**config.mk**
```make
export PLATFORM = sky130hd
export DESIGN_NAME = regfile_mp_flat
export DESIGN_NICKNAME = d
export VERILOG_FILES = /design/src/rtl/regfile_mp_if.sv /design/src/rtl/regfile_mp.sv /design/src/flat_wrapper.sv
export SDC_FILE = /design/constraint.sdc
export NUM_CORES = 2
export LEC_CHECK = 0
export ABC_AREA = 1
export BUFFER_PORTS_ARGS = -buffer_cell sky130_fd_sc_hd__buf_2
export CELL_PAD_IN_SITES_DETAIL_PLACEMENT = 0
export CELL_PAD_IN_SITES_GLOBAL_PLACEMENT = 1
export CORE_ASPECT_RATIO = 1.1
export CORE_MARGIN = 2
export CORE_UTILIZATION = 45
export DETAILED_ROUTE_END_ITERATION = 12
export PLACE_DENSITY_LB_ADDON = 0.2
export SETUP_SLACK_MARGIN = 0.5
export SYNTH_ARGS = -nofsm -noshare
export SYNTH_HDL_FRONTEND = slang
export SYNTH_SLANG_ARGS = --single-unit
```
**constraint.sdc**
```tcl
create_clock -name clk -period 2.5 [get_ports clk]
set_clock_uncertainty 0.1 [all_clocks]
set_input_delay 0.375 -clock clk [delete_from_list [all_inputs] [get_ports clk]]
set_output_delay 0.375 -clock clk [all_outputs]
set_load 0.05 [all_outputs]
```
**src/rtl/regfile_mp_if.sv**
```systemverilog
// rtl/regfile_mp_if.sv - register file port bundle: write ports, read ports, scoreboard controls
interface regfile_mp_if #(
   parameter int DATA_W = 32,
   parameter int ADDR_W = 5,
   parameter int NUM_RD = 2,
   parameter int NUM_WR = 2
);
   logic [NUM_WR-1:0]        wr_en;
   logic [NUM_WR*ADDR_W-1:0] wr_addr;
   logic [NUM_WR*DATA_W-1:0] wr_data;
   logic [NUM_RD*ADDR_W-1:0] rd_addr;
   logic [NUM_RD*DATA_W-1:0] rd_data;
   logic [NUM_RD-1:0]        rd_busy;
   logic                     sb_set;
   logic [ADDR_W-1:0]        sb_addr;
   logic                     flush;

   modport master (
      output wr_en, wr_addr, wr_data, rd_addr, sb_set, sb_addr, flush,
      input  rd_data, rd_busy
   );

   modport slave (
      input  wr_en, wr_addr, wr_data, rd_addr, sb_set, sb_addr, flush,
      output rd_data, rd_busy
   );
endinterface

```
**src/rtl/regfile_mp.sv**
```systemverilog
// rtl/regfile_mp.sv - multi-port register file with pending-write scoreboard; REGFILE_BYPASS_EN enables write-first forwarding
module regfile_mp #(
   parameter int DATA_W = 32,
   parameter int ADDR_W = 5,
   parameter int NUM_RD = 2,
   parameter int NUM_WR = 2
) (
   input logic         clk,
   input logic         reset,
   regfile_mp_if.slave bus
);
   localparam int DEPTH = 2 ** ADDR_W;

   // Register 0 has no storage; index range starts at 1.
   logic [DATA_W-1:0]        regs [1:DEPTH-1];
   logic [DEPTH-1:1]         busy;
   logic [DEPTH-1:1]         busy_nxt;
   logic [NUM_RD*DATA_W-1:0] rd_data_c;
   logic [NUM_RD-1:0]        rd_busy_c;
   logic [ADDR_W-1:0]        sb_wa;
   logic [ADDR_W-1:0]        rd_ra;
`ifdef REGFILE_BYPASS_EN
   logic [ADDR_W-1:0]        rd_wa;
`endif

   always_comb begin
      busy_nxt = busy;
      sb_wa    = '0;
      if (bus.flush) begin
         busy_nxt = '0;
      end else begin
         for (int i = 0; i < NUM_WR; i++) begin
            sb_wa = bus.wr_addr[i*ADDR_W +: ADDR_W];
            if (bus.wr_en[i] && sb_wa != '0)
               busy_nxt[sb_wa] = 1'b0;
         end
         // Issue wins over a same-cycle writeback: the new instruction owns the register.
         if (bus.sb_set && bus.sb_addr != '0)
            busy_nxt[bus.sb_addr] = 1'b1;
      end
   end

   always_ff @(posedge clk or negedge reset) begin
      if (!reset) begin
         for (int k = 1; k < DEPTH; k++)
            regs[k] <= '0;
         busy <= '0;
      end else begin
         // Ascending loop: the highest-indexed port's assignment lands last.
         for (int i = 0; i < NUM_WR; i++) begin
            if (bus.wr_en[i] && bus.wr_addr[i*ADDR_W +: ADDR_W] != '0)
               regs[bus.wr_addr[i*ADDR_W +: ADDR_W]] <= bus.wr_data[i*DATA_W +: DATA_W];
         end
         busy <= busy_nxt;
      end
   end

   always_comb begin
      rd_data_c = '0;
      rd_busy_c = '0;
      rd_ra     = '0;
`ifdef REGFILE_BYPASS_EN
      rd_wa     = '0;
`endif
      for (int j = 0; j < NUM_RD; j++) begin
         rd_ra = bus.rd_addr[j*ADDR_W +: ADDR_W];
         if (rd_ra != '0) begin
            rd_data_c[j*DATA_W +: DATA_W] = regs[rd_ra];
            rd_busy_c[j]                  = busy[rd_ra];
`ifdef REGFILE_BYPASS_EN
            // Forwarding is gated by reset so reads stay zero while reset is held.
            for (int i = 0; i < NUM_WR; i++) begin
               rd_wa = bus.wr_addr[i*ADDR_W +: ADDR_W];
               if (reset && bus.wr_en[i] && rd_wa == rd_ra) begin
                  rd_data_c[j*DATA_W +: DATA_W] = bus.wr_data[i*DATA_W +: DATA_W];
                  if (!(bus.sb_set && bus.sb_addr == rd_ra))
                     rd_busy_c[j] = 1'b0;
               end
            end
`endif
         end
      end
   end

   assign bus.rd_data = rd_data_c;
   assign bus.rd_busy = rd_busy_c;
endmodule

```
**src/flat_wrapper.sv**
```systemverilog
// flat-port wrapper written by rule: the top's interface ports become plain ports
module regfile_mp_flat 
#(
   parameter int DATA_W = 32,
   parameter int ADDR_W = 5,
   parameter int NUM_RD = 2,
   parameter int NUM_WR = 2
)
  (clk, reset, bus_wr_en, bus_wr_addr, bus_wr_data, bus_rd_addr, bus_sb_set, bus_sb_addr, bus_flush, bus_rd_data, bus_rd_busy);
  regfile_mp_if #(.DATA_W(DATA_W), .ADDR_W(ADDR_W), .NUM_RD(NUM_RD), .NUM_WR(NUM_WR)) bus_i ();
  input logic clk;
  input logic reset;
  input wire logic [$bits(bus_i.wr_en)-1:0] bus_wr_en;
  input wire logic [$bits(bus_i.wr_addr)-1:0] bus_wr_addr;
  input wire logic [$bits(bus_i.wr_data)-1:0] bus_wr_data;
  input wire logic [$bits(bus_i.rd_addr)-1:0] bus_rd_addr;
  input wire logic [$bits(bus_i.sb_set)-1:0] bus_sb_set;
  input wire logic [$bits(bus_i.sb_addr)-1:0] bus_sb_addr;
  input wire logic [$bits(bus_i.flush)-1:0] bus_flush;
  output wire logic [$bits(bus_i.rd_data)-1:0] bus_rd_data;
  output wire logic [$bits(bus_i.rd_busy)-1:0] bus_rd_busy;
  assign bus_i.wr_en = bus_wr_en;
  assign bus_i.wr_addr = bus_wr_addr;
  assign bus_i.wr_data = bus_wr_data;
  assign bus_i.rd_addr = bus_rd_addr;
  assign bus_i.sb_set = bus_sb_set;
  assign bus_i.sb_addr = bus_sb_addr;
  assign bus_i.flush = bus_flush;
  assign bus_rd_data = bus_i.rd_data;
  assign bus_rd_busy = bus_i.rd_busy;
  regfile_mp #(.DATA_W(DATA_W), .ADDR_W(ADDR_W), .NUM_RD(NUM_RD), .NUM_WR(NUM_WR)) u_core (.clk(clk), .reset(reset), .bus(bus_i));
endmodule
```
# ---- Word level (Yosys, flattened, before mapping)
# Cells that the tools add are included.
dict set report word_totals {
  regBits 1023
  input_bits 95
  output_inout_bits 66
  wordCells 102
}
dict set report op_classes {
  order_cmp 14
  n_mux 34
  bitwise 9
  reduce_logical 13
}
# operator n
set ops {}
lappend ops {{$bwmux W992} 2}
lappend ops {{$mux W992} 2}
lappend ops {{$bmux W32 S5} 2}
lappend ops {{$demux W32 S5} 2}
lappend ops {{$mux W32} 8}
lappend ops {{$mux W31} 6}
lappend ops {{$and A31 B31 Y31} 2}
lappend ops {{$not A31 Y31} 2}
lappend ops {{$or A31 B31 Y31} 1}
lappend ops {{$lt A5 B6 Y1 const B} 5}
lappend ops {{$reduce_bool A5 Y1} 5}
lappend ops {{$ge A6 B6 Y1 const B} 4}
lappend ops {{$not A5 Y6} 4}
lappend ops {{$demux W1 S5} 3}
lappend ops {{$ge A5 B1 Y1 const B} 3}
lappend ops {{$lt A6 B1 Y1 const B} 2}
lappend ops {{$bmux W1 S5} 2}
lappend ops {{$logic_and A1 B1 Y1} 8}
lappend ops {{$mux W1} 7}

# ---- Depth between registers and ports, before layout
dict set report logic_depth {
  word_depth 14
  ltp_mapped 12
}

# ---- Worst setup path before layout
# No wires, ideal clock.
dict set report synth_path {
  path_type {in2out}
  start {in bus_rd_addr[0]}
  end {out bus_rd_data[28]}
  arrival_time_ns 1.908
  required_ns 2.025
  path_slack_ns 0.117
  stages 11
  n_path_buf 4
  path_cell_list {buf_2 > inv_1 > clkbuf_1 > buf_2 > buf_2 > nand2_1 > nand3_1 > nand3_1 > nand3_1 > nand3_1 > nand2_1}
}
dict set report synth_via {
  elab_chain_cells 5
}
# item line_no
set synth_lines {}
lappend synth_lines {{start, declared} flat_wrapper.sv:16} ;# input wire logic [$bits(bus_i.rd_addr)-1:0] bus_rd_addr;
lappend synth_lines {{$not A5 Y6 (implied by the code)} regfile_mp.sv:68} ;# rd_data_c[j*DATA_W +: DATA_W] = regs[rd_ra];
lappend synth_lines {{$bmux W32 S5} regfile_mp.sv:68}
lappend synth_lines {{$mux W32 (implied by the code) (2 in a row)} regfile_mp.sv:68}
lappend synth_lines {{$mux W32 *} regfile_mp.sv:67} ;# if (rd_ra != '0) begin
lappend synth_lines {{end, declared} flat_wrapper.sv:20} ;# output wire logic [$bits(bus_i.rd_data)-1:0] bus_rd_data;
# Mark *: on every way between the ends. The rest lies on a longest branch, timed or not. The select of a mux whose other input is x is not followed.

# ---- Worst setup path in the final report
dict set report layout_path {
  start {reg u_core.regs[102] (netlist bit)}
  end {out bus_rd_data[6]}
}
dict set report layout_via {
  elab_chain_cells 4
}
# item line_no
set layout_lines {}
lappend layout_lines {{start, declared} regfile_mp.sv:15} ;# logic [DATA_W-1:0] regs [1:DEPTH-1];
lappend layout_lines {{start signal, assigned by index} regfile_mp.sv:52} ;# regs[bus.wr_addr[i*ADDR_W +: ADDR_W]] <= bus.wr_data[i*DATA_W +: DATA_W];
lappend layout_lines {{$bmux W32 S5} regfile_mp.sv:68}
lappend layout_lines {{$mux W32 (implied by the code) (2 in a row)} regfile_mp.sv:68}
lappend layout_lines {{$mux W32} regfile_mp.sv:67}
# Every way passes these cells. The select of a mux whose other input is x is not followed.

==> impl_metrics.ini <==
[status]
status = finished, violations left
violations = negative setup slack

[clock_tree]
cts_max_path_buffers = 3
cts_tree = done
numCtsBuffers = 130
clk_latency_ns = 0.80
htreeDepth = 4
root_buffer = clkbuf_16
clk_pin_slew_worst_paths_ns = 0.06
numClockSinks = 1023

[min_path]
holdPathStages = 5
min_from = bus_sb_addr[3]
min_to = u_core.busy[14]$_DFF_PN0_
hold_class = input port to flop

[timing]
setup_slack_ns = -0.241
worst_pin_slew_ns = 1.41
layout_min_cycle_time_ns = 2.74
fin_hold_ws_ns = 0.0452
drv_slew = 0
fin_crit_sh = 1.10
finalHoldViolCount = 0
relSlewSlack = 0.0567
rsz0062_at_grt = true
setup_violations = 59
totalNegativeSetupSlack_ns = -5.58
max_clock_freq_mhz = 365

[drt]
ant_nets = 0
drc = 0
drt-total-wl_um = 404000
first_pass_iters = 9
via_per_inst = 6.08
drtIter0Drc = 12700
vias = 87000
drt-wirelength-per-cell_um = 28.2

[setup_path]
crit_required_ns = 2.03
crit_arrival_ns = 2.27
critPathCaptureType = output port
reg2reg_slack_ns = 0.98
critPathMaxFanout = 3
critPathKind = flop to output port
reg2reg_depth = 5
reg2reg_from = u_core.regs[982]$_DFF_PN0_
rr_endpoint = u_core.regs[982]$_DFF_PN0_
setup.worst_path.start_class = flop

[floorplanning]
fp.dieH_um = 422
ioPinCount = 161
die_area_um2 = 162000
start_util = 0.452
die_x_um = 384
core_area_um2 = 158000
rows = 153

[final_layout]
nFillCells = 15400
fin_nets = 12200
final_core_util = 0.575
layout-drive-gt1-share = 0.166
layout_commonest_cell = nand2_1
syn2layout_area_growth_pct = 27.0
layout_common_cells = 4413 x nand2_1, 1843 x nand3_1, 1167 x inv_1
final-instance-count-excl-fill = 14300

[logic_synthesis]
netlist_instances = 11800
synth_area_per_cell_um2 = 6.04
yosys_register_bits = 1023
netlist_top_cells_area = dfrtp_1 36%, nand2_1 24%, nand3_1 16%
synth_area_um2 = 71400
synth_top_area_frac = 0.358
yosysSeqAreaShare = 0.358
yosys_warnings = 0
syn-num-nets = 11900
synth.distinct_cells = 30
synth_area_leader_cell = dfrtp_1

[placement]
io_buffers = 160
dp_slack_ns = -0.165
hpwlAfterDp_um = 272000
placedCellCount = 13900
gp_congestion = 1.01

[grt]
grt_pass1_vias = 81400
grt_overflow = 0
grt_pass1_wl_um = 574000
groute.usage.overall = 0.486
antenna_found_initial = 23
grt_max_degree = 125

[pwr]
p_per_area_nw_per_um2 = 736
ir_worst_vdd_mv = 0.639
leakagePower_nw = 46.6

[flow_run]
maxCapViolCount = 0
## final cells by class
cell class              count  area (µm²)  area share
diodes                     13        32.5    0.000358
clock buffers             191        3880      0.0427
clock inverters            37         596     0.00656
inverters                1340        5090      0.0561
multi-input cells        8505       40600       0.448
flip-flops and latches   1023       25600       0.282
well taps                2092        2620      0.0288
repair buffers           1095       12300       0.135
## worst max path at each step
stage	startpoint	to	slack (ns)	depth (start not counted)
3_5_place_dp	bus_rd_addr[1]	bus_rd_data[6]	-0.16	11
4_1_cts	u_core.regs[102]$_DFF_PN0_	bus_rd_data[6]	-0.16	8
6_report	u_core.regs[102]$_DFF_PN0_	bus_rd_data[6]	-0.24	8
2_1_floorplan	bus_rd_addr[5]	bus_rd_data[60]	0.49	11
5_1_grt	u_core.regs[508]$_DFF_PN0_	bus_rd_data[28]	-0.24	8
3_3_place_gp	bus_rd_addr[1]	bus_rd_data[6]	-0.19	11
## cells by family (layout without fill, tap and decap cells)
family	Yosys count	in the layout	synth area share
simple gates	7371	7373	0.431
other cells	0	13	0
buf+inv	2309	2663	0.124
compound gates	1132	1132	0.0863
flops	1023	1023	0.358
## flip-flops by register name (all words and copies together), names as in the netlist
register and cells:
u_core.busy 31, u_core.regs 992
## where the power goes
| group | switching (mW) | total, mW | leakage (nW) | internal (mW) |
|---|---|---|---|---|
| combinational | 13.9 | 22.1 | 32.1 | 8.21 |
| clock | 8.27 | 20.5 | 2.20 | 12.3 |
| sequential | 3.20 | 24.1 | 12.3 | 20.9 |
| total | 25.4 | 66.8 | 46.6 | 41.4 |
## routing by layer
metal / track usage / part of all wire / vias to the layer above
li1: - / - / 37900
met1: 0.615 / 0.36 / 40900
met5: 0 / 0.00039 / -
met4: 0.381 / 0.094 / 24
met3: 0.141 / 0.13 / 1514
met2: 0.692 / 0.41 / 6590
## timing repair
action	4_1_cts	5_1_grt
buffers inserted	24	45
resized for setup	560	296
pin swaps	271	226
hold endpoints to repair	1124	9
hold buffers	86	1
cloned	0	2
setup endpoints to repair	66	110
## stage by stage
stage,area [µm²],power (mW)
final,90800,66.8
after global routing,90700,70.0
after detailed placement,81500,43.8
after global placement,81500,43.3
after floorplan,72600,36.2
after CTS,89300,65.4
## critical path, cell delays in order, from the launching register on
cell and delay [ns]:
dfrtp_1 0.39, nor2_1 0.07, a21oi_1 0.12, nand3_1 0.15, nand3_1 0.12, buf_6 0.17
nand3_4 0.13, nand2_8 0.16, buf_12 0.15
## Yosys cell counts
cell / count
a21oi_1: 383
a22oi_1: 58
a31oi_1: 62
buf_1: 120
buf_2: 144
buf_4: 5
buf_6: 1
clkbuf_1: 698
clkbuf_2: 1
clkinv_1: 37
dfrtp_1: 1023
inv_1: 1291
inv_2: 12
nand2_1: 4590
nand2_2: 1
nand3_1: 2217
nand3_2: 1
nand3b_1: 3
nand4_1: 14
nand4_2: 1
nor2_1: 359
nor2_2: 30
nor2_4: 3
nor3_1: 149
nor3_2: 2
o211ai_1: 14
o21ai_0: 398
o21ai_1: 25
o22ai_1: 192
or2_2: 1
No activity file was read; power rests on OpenSTA's default activity.
